<file path="src/rtl/sisc_fetch_unit.sv">
// rtl/sisc_fetch_unit.sv - SISC program counter, instruction register and fetch handshake FSM.
// Optional macro FETCH_TIMEOUT_EN adds a fetch wait-limit that loads a NOOP and sets sticky fetch_err.
module sisc_fetch_unit #(
  parameter int PC_W           = 16,
  parameter int INSTR_W        = 32,
  parameter int TIMEOUT_CYCLES = 15
) (
  input  logic               clk,
  input  logic               rst_f,
  input  logic               pc_rst,
  input  logic               pc_write,
  input  logic               pc_sel,
  input  logic               br_sel,
  input  logic               ir_load,
  output logic               imem_req,
  output logic [PC_W-1:0]    imem_addr,
  input  logic               imem_rdy,
  input  logic [INSTR_W-1:0] imem_data,
  output logic [INSTR_W-1:0] ir,
  output logic [3:0]         opcode,
  output logic [3:0]         mm,
  output logic [15:0]        imm,
  output logic [PC_W-1:0]    pc_out,
  output logic               stall,
  output logic               fetch_err
);

  typedef enum logic [1:0] {IDLE, REQ, WAIT} state_t;

  state_t          state;
  logic [PC_W-1:0] imm_sx;
  logic [PC_W-1:0] pc_next;
  logic            timeout;

  if (TIMEOUT_CYCLES < 1) begin : g_bad_timeout
    $error("TIMEOUT_CYCLES must be at least 1");
  end

  assign opcode = ir[31:28];
  assign mm     = ir[27:24];
  assign imm    = ir[15:0];
  assign imm_sx = PC_W'($signed(imm));

  // All PC arithmetic wraps naturally at PC_W bits.
  always_comb begin
    pc_next = pc_out + PC_W'(1);
    if (pc_sel) begin
      pc_next = br_sel ? PC_W'(imm) : pc_out + imm_sx;
    end
  end

`ifdef FETCH_TIMEOUT_EN
  localparam int CNT_W = $clog2(TIMEOUT_CYCLES + 1);

  logic [CNT_W-1:0] wait_cnt;

  // Counter is zero in IDLE, so it starts from zero on every REQ entry.
  always_ff @(posedge clk or negedge rst_f) begin
    if (!rst_f) begin
      wait_cnt <= '0;
    end else if (pc_rst || state == IDLE) begin
      wait_cnt <= '0;
    end else if (!imem_rdy) begin
      wait_cnt <= wait_cnt + CNT_W'(1);
    end
  end

  assign timeout = (wait_cnt == CNT_W'(TIMEOUT_CYCLES - 1));
`else
  assign timeout = 1'b0;
`endif

  always_ff @(posedge clk or negedge rst_f) begin
    if (!rst_f) begin
      state     <= IDLE;
      pc_out    <= '0;
      ir        <= '0;
      imem_req  <= 1'b0;
      imem_addr <= '0;
      stall     <= 1'b0;
      fetch_err <= 1'b0;
    end else if (pc_rst) begin
      state     <= IDLE;
      pc_out    <= '0;
      ir        <= '0;
      imem_req  <= 1'b0;
      imem_addr <= '0;
      stall     <= 1'b0;
      fetch_err <= 1'b0;
    end else begin
      if (pc_write && !stall) begin
        pc_out <= pc_next;
      end
      case (state)
        IDLE: begin
          // Address captures the pre-update PC so fetch and PC advance can share a cycle.
          if (ir_load) begin
            state     <= REQ;
            imem_req  <= 1'b1;
            imem_addr <= pc_out;
            stall     <= 1'b1;
          end
        end
        REQ, WAIT: begin
          imem_req <= 1'b0;
          if (imem_rdy) begin
            ir    <= imem_data;
            stall <= 1'b0;
            state <= IDLE;
          end else if (timeout) begin
            ir        <= '0;
            fetch_err <= 1'b1;
            stall     <= 1'b0;
            state     <= IDLE;
          end else begin
            state <= WAIT;
          end
        end
        default: begin
          state <= IDLE;
          stall <= 1'b0;
        end
      endcase
    end
  end

endmodule

</file>
<file path="config.mk">
export PLATFORM = sky130hd
export DESIGN_NAME = sisc_fetch_unit
export DESIGN_NICKNAME = d
export VERILOG_FILES = /design/src/rtl/sisc_fetch_unit.sv
export SDC_FILE = /design/constraint.sdc
export NUM_CORES = 1
export LEC_CHECK = 0
export CAP_MARGIN = 20
export CORE_ASPECT_RATIO = 1.5
export CORE_MARGIN = 2
export CORE_UTILIZATION = 48
export DETAILED_ROUTE_END_ITERATION = 8
export PLACE_DENSITY = 0.86
export RECOVER_POWER = 100
export SYNTH_ARGS = -nofsm -noshare
export SYNTH_HDL_FRONTEND = slang
export SYNTH_SLANG_ARGS = --single-unit
</file>
<file path="constraint.sdc">
create_clock -name clk -period 3.01 [get_ports clk]
set_clock_uncertainty 0.1 [all_clocks]
set_input_delay 0.602 -clock clk [delete_from_list [all_inputs] [get_ports clk]]
set_output_delay 0.602 -clock clk [all_outputs]
set_load 0.02 [all_outputs]
</file>
==> results of run 1 <==
==> worst paths after layout <==
check | end | slack, ns | depth (start not counted)
max | pc_out[12] | 0.24 | 10
min | imem_addr[5] | 0.42 | 2
max reg2reg | pc_out[12] | 0.24 | 10
min reg2reg | imem_addr[5] | 0.42 | 2
max in group asynchronous | pc_out[12] | 1.05 | 2
min in group asynchronous | ir[31] | 0.70 | 2
==> area by class of cell <==
cell class | count | area [um2] | area share (%)
Sequential cell | 68 | 1700 | 29.4
Timing Repair Buffer | 141 | 1360 | 23.4
Clock buffer | 11 | 253 | 4.36
Inverter | 9 | 33.8 | 0.583
Clock inverter | 5 | 108 | 1.86
Tap cell | 110 | 138 | 2.38
Multi-Input combinational cell | 387 | 2200 | 38.0
==> state kept, by name, summed over array words and instances (netlist names) <==
register,count
state,2
imem_req,1
ir,32
pc_out,16
imem_addr,16
stall,1
==> power by group <==
part | switching (W) | internal [W] | leakage, nW
logic | 0.000300 | 0.000208 | 1.59
registers | 0.0000517 | 0.000955 | 0.935
clock network | 0.000409 | 0.000857 | 0.176
total | 0.000761 | 0.00202 | 2.70
==> kinds of logic (layout without fill, tap and decap cells) <==
family / after synthesis / after routing / synth area share, %
simple gates: 205 / 205 / 21.8
compound gates: 144 / 144 / 20.7
flops: 68 / 68 / 40.0
buf+inv: 63 / 166 / 7.82
fa+ha+maj: 19 / 19 / 5.76
xor+xnor: 11 / 11 / 2.26
mux: 7 / 7 / 1.65
other cells: 1 / 1 / 0.0881
==> worst min-delay path, stage by stage, from the launching register on <==
cell	delay [ns]
dfrtp_1	0.37
nand2_1	0.05
a21oi_1	0.06
==> metal layers <==
layer | up-vias | track usage (%) | share of wire (%)
li1 | 1973 | - | -
met1 | 1990 | 33.4 | 39
met2 | 184 | 45.2 | 51
met3 | 40 | 3.86 | 6.4
met4 | 0 | 15.3 | 3.9
met5 | - | 0 | 0
==> per-stage QoR <==
stage | area, um2 | setup WS [ns] | hold WS [ns] | utilization [%]
2_1_floorplan | 4260 | 0.466 | 0.206 | -
3_3_place_gp | 5470 | 0.418 | 0.409 | 62.7
3_5_place_dp | 5470 | 0.338 | 0.415 | 62.7
4_1_cts | 5830 | 0.325 | 0.399 | 66.8
5_1_grt | 5790 | 0.0708 | 0.440 | 66.4
6_report | 5790 | 0.241 | 0.418 | 66.4
==> cells in the final DEF (no fill, tap or decap), types with 3 or more instances in the layout <==
cell	netlist	layout
nand2_1	127	127
dlygate4sd3_1	0	91
a21oi_1	76	76
dfrtp_1	68	68
clkdlybuf4s50_1	0	36
nor2_1	27	27
o21ai_0	18	20
ha_1	18	18
a31oi_1	10	10
inv_1	9	9
nand3_1	9	9
clkbuf_16	0	9
buf_4	25	8
mux2i_1	7	7
nor3_1	7	7
nand2b_1	6	6
a211oi_1	5	6
xor2_1	6	6
nor2b_1	5	5
xnor2_1	5	5
and3_1	5	5
a21o_1	4	4
o21a_1	3	4
o31ai_1	4	4
bufinv_16	0	3
clkbuf_1	23	3
==> impl_metrics.toml, run 1 <==
[worst_setup_path]
r2r-start = "pc_out[0]"
slowest_delay_ns = 0.46
worst_setup_path_start_kind = "flop"
cp.required_ns = 3.06
crit_path_cell_trace = "ha_1, inv_1, fa_1, and2b_1, o2111ai_1, a21boi_2, a41oi_1, and3_1, o21ai_0, a221oi_2"
startpoint = "pc_out[0]"
arrival_ns = 2.82
critPathMaxFanout = 8
critical_path_class = "reg2reg"
critPathCaptureType = "flop"
slowest_stage = "dfrtp_1"
crit_buf_inv = 1
critical_path.top_delay_family = "compound AO/OA/AOI/OAI gates"

[finish]
n_fill_cell = 731
drive_gt1_share_pct = 6.12
fin_cells = 731
area_growth_pct = 36.0
final_nets = 675
antenna_cells = 0

[synthesis]
synthTopCellsByArea = "dfrtp_1, nand2_1, a21oi_1, ha_1, buf_4"
ys_types = 61
synth_cells = 518
synth_flop_cell = "dfrtp_1"
synth-edff-count = 0
synth_most_common_cell = "nand2_1"
synthDominantCellAreaShare_pct = 40.0
synth_top_cell_by_area = "dfrtp_1"
async_reset_ff_share_pct = 100
ys_ff_latch = 68
synth-warning-count = 0
ys_seq_area_share_pct = 40.0
synth_area_per_cell_um2 = 8.22
synthTopCellsByCount = "nand2_1, a21oi_1, dfrtp_1"
syn_nets = 577
syn-cell-area_um2 = 4260

[floorplan]
rows = 42
core-area_um2 = 8720
die_area_um2 = 9660
pin_count = 131
die_w_um = 80.9
die_height_um = 119
start_util_pct = 48.8

[routing]
drtIter0Drc = 258
vias_per_cell = 5.73
dr.pass1.iters = 4
routed_wirelength_um = 12500
drc_errors = 0
detail_route.wl_per_cell_um = 17.1
ant_nets = 0
vias = 4187

[power_and_ir_drop]
ir_worst_vdd_mv = 0.306
power.total_w = 0.00278
powerDensity_nw_per_um2 = 480
leakage_nw = 2.70

[timing]
drv_slew = 69
relSlewSlack_pct = -16.0
rsz0062_at_grt = "false"
worst_pin_slew_ns = 1.74
hold_viol_final = 0
max_freq_mhz = 361
setup_violations = 0
finalCritPeriodShare_pct = 92.0
setup_tns_ns = 0
min_period_ns = 2.77

[run_status]
outcome = "finished, violations left"
violations = "max-capacitance violations, max-slew violations"

[cts]
clkLatencyLatePin_ns = 0.34
cts_buffer_depth = 2
numCtsBuffers = 9
tritoncts = "built"
cts_sinks = 68
cts_root_buffer = "clkbuf_16"
clk_pin_slew_worst_paths_ns = 0.06
cts_resized = 0
postCtsSetupRepairBufs = 0
ctsHoldBuffers = 0
htreeDepth = 3

[place]
place_congestion = 0.929
dp.cells = 715
io_buffers = 129
hpwl_um = 8900

[grt]
antenna_found_initial = 0
overflow = 0
grt_max_degree = 69
grt_pass1_wl_um = 20300
grt_pass1_vias = 4099
globalRouteTotalUtil_pct = 27.3

[hold_path]
hp-class = "reg2reg"
min-delay-start = "imem_addr[5]"

[flow_run]
drv_cap = 1
No activity file was read; power rests on OpenSTA's default activity.
==> run 2: changes to the inputs <==
--- a/config.mk
+++ b/config.mk
@@ -5,6 +5,7 @@
 export SDC_FILE = /design/constraint.sdc
 export NUM_CORES = 1
 export LEC_CHECK = 0
+export ABC_CLOCK_PERIOD_IN_PS = 3010
 export CAP_MARGIN = 20
 export CORE_ASPECT_RATIO = 1.5
 export CORE_MARGIN = 2
==> results of run 2 <==
No change in the layout: final DEF, timing and power equal those of run 1.
==> run 3: changes to the inputs <==
--- a/config.mk
+++ b/config.mk
@@ -10,6 +10,7 @@
 export CORE_ASPECT_RATIO = 1.5
 export CORE_MARGIN = 2
 export CORE_UTILIZATION = 48
+export CTS_CLUSTER_SIZE = 25
 export DETAILED_ROUTE_END_ITERATION = 8
 export PLACE_DENSITY = 0.86
 export RECOVER_POWER = 100
==> results of run 3 <==
No change in the layout: final DEF, timing and power equal those of run 1.
